===== src/rtl/hub_copy.sv =====
// Hub-bus block copier: moves longs from src to dst through the hub memory port.
// Optional HUB_COPY_FILL_EN adds a pattern-fill mode (ports fill/pat).
module hub_copy #(
  parameter int AW = 14,
  parameter int CW = 14
) (
  input  logic          clk_cog,
  input  logic          nres,
  input  logic          start,
  input  logic [AW-1:0] src,
  input  logic [AW-1:0] dst,
  input  logic [CW-1:0] cnt,
  input  logic          abort,
`ifdef HUB_COPY_FILL_EN
  input  logic          fill,
  input  logic [31:0]   pat,
`endif
  output logic          busy,
  output logic          done,
  input  logic          ena_bus,
  input  logic [31:0]   q,
  output logic          w,
  output logic [3:0]    wb,
  output logic [AW-1:0] a,
  output logic [31:0]   d,
  output logic [1:0]    dbg_state
);

  // Bus handshake: a/w/wb/d are held stable until a rising edge with
  // ena_bus=1; that edge commits the op, and read data on q is valid from
  // the following cycle until the next ena_bus edge.
  typedef enum logic [1:0] {S_IDLE, S_RD, S_CAP, S_WR} state_t;

  localparam logic [CW-1:0] ONE = CW'(1);

  state_t        state_q;
  logic          busy_q;
  logic          done_q;
  logic          w_q;
  logic [3:0]    wb_q;
  logic [AW-1:0] a_q;
  logic [31:0]   d_q;
  logic [AW-1:0] src_ptr_q;
  logic [AW-1:0] dst_ptr_q;
  logic [CW-1:0] rem_q;
`ifdef HUB_COPY_FILL_EN
  logic          fill_q;
`endif

  // d_q doubles as the data buffer: it holds the captured long through WR.
  always_ff @(posedge clk_cog or negedge nres) begin
    if (!nres) begin
      state_q   <= S_IDLE;
      busy_q    <= 1'b0;
      done_q    <= 1'b0;
      w_q       <= 1'b0;
      wb_q      <= 4'h0;
      a_q       <= '0;
      d_q       <= '0;
      src_ptr_q <= '0;
      dst_ptr_q <= '0;
      rem_q     <= '0;
`ifdef HUB_COPY_FILL_EN
      fill_q    <= 1'b0;
`endif
    end else begin
      done_q <= 1'b0;
      if (state_q != S_IDLE && abort) begin
        state_q <= S_IDLE;
        busy_q  <= 1'b0;
        w_q     <= 1'b0;
        wb_q    <= 4'h0;
        a_q     <= '0;
        d_q     <= '0;
      end else begin
        case (state_q)
          S_IDLE: begin
            if (start && !abort) begin
              if (cnt != '0) begin
                src_ptr_q <= src;
                dst_ptr_q <= dst;
                rem_q     <= cnt;
                busy_q    <= 1'b1;
`ifdef HUB_COPY_FILL_EN
                fill_q    <= fill;
                if (fill) begin
                  d_q     <= pat;
                  a_q     <= dst;
                  w_q     <= 1'b1;
                  wb_q    <= 4'hF;
                  state_q <= S_WR;
                end else
`endif
                begin
                  a_q     <= src;
                  state_q <= S_RD;
                end
              end else begin
                done_q <= 1'b1;
              end
            end
          end
          S_RD: begin
            if (ena_bus) state_q <= S_CAP;
          end
          S_CAP: begin
            d_q     <= q;
            a_q     <= dst_ptr_q;
            w_q     <= 1'b1;
            wb_q    <= 4'hF;
            state_q <= S_WR;
          end
          S_WR: begin
            if (ena_bus) begin
              src_ptr_q <= src_ptr_q + 1'b1;
              dst_ptr_q <= dst_ptr_q + 1'b1;
              rem_q     <= rem_q - 1'b1;
              if (rem_q == ONE) begin
                state_q <= S_IDLE;
                busy_q  <= 1'b0;
                done_q  <= 1'b1;
                w_q     <= 1'b0;
                wb_q    <= 4'h0;
                a_q     <= '0;
                d_q     <= '0;
              end else
`ifdef HUB_COPY_FILL_EN
              if (fill_q) begin
                a_q <= dst_ptr_q + 1'b1;
              end else
`endif
              begin
                a_q     <= src_ptr_q + 1'b1;
                w_q     <= 1'b0;
                wb_q    <= 4'h0;
                d_q     <= '0;
                state_q <= S_RD;
              end
            end
          end
          default: state_q <= S_IDLE;
        endcase
      end
    end
  end

  assign busy      = busy_q;
  assign done      = done_q;
  assign w         = w_q;
  assign wb        = wb_q;
  assign a         = a_q;
  assign d         = d_q;
  assign dbg_state = state_q;

endmodule


===== config.mk =====
export PLATFORM = sky130hd
export DESIGN_NAME = hub_copy
export DESIGN_NICKNAME = d
export VERILOG_FILES = /design/src/rtl/hub_copy.sv
export SDC_FILE = /design/constraint.sdc
export NUM_CORES = 1
export LEC_CHECK = 0
export ABC_AREA = 1
export CORE_MARGIN = 8
export CORE_UTILIZATION = 30
export DETAILED_ROUTE_END_ITERATION = 12
export PLACE_DENSITY = 0.59
export SETUP_SLACK_MARGIN = 0.05
export SYNTH_ARGS = -nofsm -noshare
export SYNTH_HDL_FRONTEND = slang
export SYNTH_SLANG_ARGS = --single-unit
export TNS_END_PERCENT = 10

===== constraint.sdc =====
create_clock -name clk_cog -period 2.9 [get_ports clk_cog]
set_clock_uncertainty 0.2 [all_clocks]
set_input_delay 0.87 -clock clk_cog [delete_from_list [all_inputs] [get_ports clk_cog]]
set_output_delay 0.87 -clock clk_cog [all_outputs]
set_load 0.02 [all_outputs]

==> results.txt <==
status: finished clean
Post-Syn Instances: 804
post-route ant nets: 0
CP cell instances: clkdlybuf4s50_1
Final Critical Period: 2563 ps
first-pass GRT wire length: 28.26 mm
Port Buffers: 133
post-route DRC violation count: 0
Crit Path Category: register to output port
hold slack: 275.9 ps
cell taking the most area after synthesis: dfrtp_1
I/O pin cnt: 134
Worst-Margin Slew: 659.4 ps
synthesized area: 5623 µm²
grt total ovfl: 0
Worst-Skew Late Latency: 350 ps
largest net degree at the start of global routing: 59
Chip Width: 152.9 µm
FF+latch count, synth: 93
antenna violations before repair: 1
post-CTS setup buffers: 0
1st-pass router iterations: 5
clock sink total: 93
CTS clock-pin slew for the worst setup and hold paths: 80 ps
DR vias: 5448
TritonCTS Buffers: 9
H-tree levels: 3
clk root buf: clkbuf_16
CTS tree: built
Worst path slowest cell: clkdlybuf4s50_1
max_cap viols: 0
slowest cell delay on critical path: 680 ps
critical path startpoint category: register
Antenna Cells: 0
area of the die: 23380 µm²
Leak: 3.530 nW
sequential cell area fraction in the yosys report: 0.4139
terminus of the critical flop-to-flop path: dst_ptr_q[9]$_DFFE_PN0P_
Crit Path Max Fanout: 6
CP Data Required Time: 1830 ps
Initial Util: 0.3026
final core occ: 0.4036
Setup TNS: 0 ps
Unique masters post-synth: 33
vias per cell: 4.672
Final Power: 8.235 mW
worst r2r src: dbg_state[0]$_DFFE_PN0P_
maximum buffer depth of the clock tree: 2
CTS Hold Bufs: 0
cts repair resizes: 0
max_slew headroom: 0.5604
worst vdd ir: 568.4 µV
hpwl dp: 12.52 mm
Synth top area share: 0.4139
DRT Wirelength: 17.14 mm
mean post-synth cell area: 6.994 µm²
fin crit share: 0.8838
R2R cell count: 12
final setup fails: 0
total core area: 18580 µm²
placed cells: 1150
Routed WL per cell: 14.70 µm
vias in the first global route: 5437
Worst path top cell family by delay: buffers and inverters
Yosys Warn Count: 0
Die Span Y: 152.9 µm
final std cells w/o fill: 1166
WP buf/inv: 1
Setup WS pre-CTS: 88.10 ps
RSZ-0062 raised after global routing: false
maximum clock rate: 390.2 MHz
Pwr Density: 1098 nW/µm²
layout cell share with drive strength beyond 1: 0.07618
commonest non-fill, non-tap cells in the layout: nand2_1, clkdlybuf4s50_1, dfrtp_1, nand3_1, inv_1
Worst EP arrival: 1490 ps
Layout Cell Area excl Fill: 7498 µm²
synth top area cells: dfrtp_1, nand2_1, nand3_1, inv_1, o21ai_0
area delta synth->final: 33.36%
Reg2Reg Setup Slack: 500 ps
RD Place Congestion: 0.8141
initial drt markers: 277
Nets: 1014
Critical Path End Type: output port
Post-Syn Nets: 891
Hold Crit Class: input pin to asynchronous set/reset pin
Final Worst Setup Slack: 337.1 ps
Final Max Tran Viols: 0
most common cell after layout, fill and taps aside: nand2_1
# rows: 50
Hold Vio Cnt, Final: 0
total track usage: 0.1485
dpl cell area: 7184 µm²
==> routing by layer <==
metal,global-route usage,share of wire,vias to the layer above
met4,0.04194,0.013,2
li1,-,-,2805
met5,0,0.00076,-
met1,0.1853,0.46,2482
met3,0.05582,0.078,17
met2,0.2356,0.45,142
==> cell families (layout without fill, tap and decap cells) <==
kind of cell | Yosys count | in the layout | synth area share
AOI/OAI and AO/OA | 95 | 95 | 0.1044
DFF | 93 | 93 | 0.4139
muxes | 1 | 1 | 0.002003
and+or+nand+nor | 482 | 482 | 0.3614
xor gates and xnor gates | 3 | 3 | 0.004674
adders and majority gates | 8 | 8 | 0.01780
buffers and inverters | 122 | 250 | 0.09590
==> worst max-delay path by stage <==
| stage | startpoint | endpoint | slack, ps | cells past startpoint |
|---|---|---|---|---|
| final | dbg_state[0]$_DFFE_PN0P_ | dbg_state[0] | 340 | 1 |
| after global routing | dbg_state[0]$_DFFE_PN0P_ | dbg_state[0] | 240 | 1 |
| after CTS | dbg_state[0]$_DFFE_PN0P_ | dbg_state[0] | 310 | 1 |
| after detailed placement | abort | dst_ptr_q[9]$_DFFE_PN0P_ | 90 | 11 |
| after global placement | cnt[5] | dst_ptr_q[9]$_DFFE_PN0P_ | 100 | 10 |
| after floorplan | abort | a[4]$_DFFE_PN0P_ | 810 | 10 |
==> report_power, final <==
part / switching, mW / internal [mW] / total, mW
clock network: 0.616 / 0.621 / 1.24
logic: 2.74 / 1.76 / 4.50
registers: 0.561 / 1.94 / 2.50
total: 3.92 / 4.32 / 8.23
==> cells in the mapped netlist <==
master / instances
nand2_1: 300
dfrtp_1: 93
nand3_1: 83
inv_1: 81
nor2_1: 64
o21ai_0: 57
clkbuf_1: 18
o21ai_2: 16
a22oi_1: 14
nand4_1: 12
buf_4: 8
ha_1: 8
buf_6: 6
nor3_1: 6
nor2_2: 5
inv_2: 4
nand2_2: 3
nand3b_1: 3
xor2_1: 3
a21boi_1: 2
a21oi_1: 2
buf_1: 2
inv_4: 2
nor2_4: 2
or2_2: 2
buf_2: 1
mux2_2: 1
nand3_4: 1
nand3b_4: 1
o211ai_2: 1
o21ai_1: 1
o21bai_1: 1
o22ai_1: 1
==> sequential cells by signal, summed over array words and instances (netlist names) <==
register	count
wb	1
d	32
done	1
a	14
rem_q	14
dbg_state	2
busy	1
src_ptr_q	14
dst_ptr_q	14
==> area by class of cell <==
| type | count | area (µm²) |
|---|---|---|
| clock buffers | 9 | 225.2 |
| clock inverters | 7 | 88.84 |
| fillers | 1925 | 11080 |
| inverters | 87 | 331.6 |
| multi-input cells | 589 | 2761 |
| flip-flops and latches | 93 | 2327 |
| well taps | 234 | 292.8 |
| repair buffers | 147 | 1471 |
(Power assumes the default switching activity.)
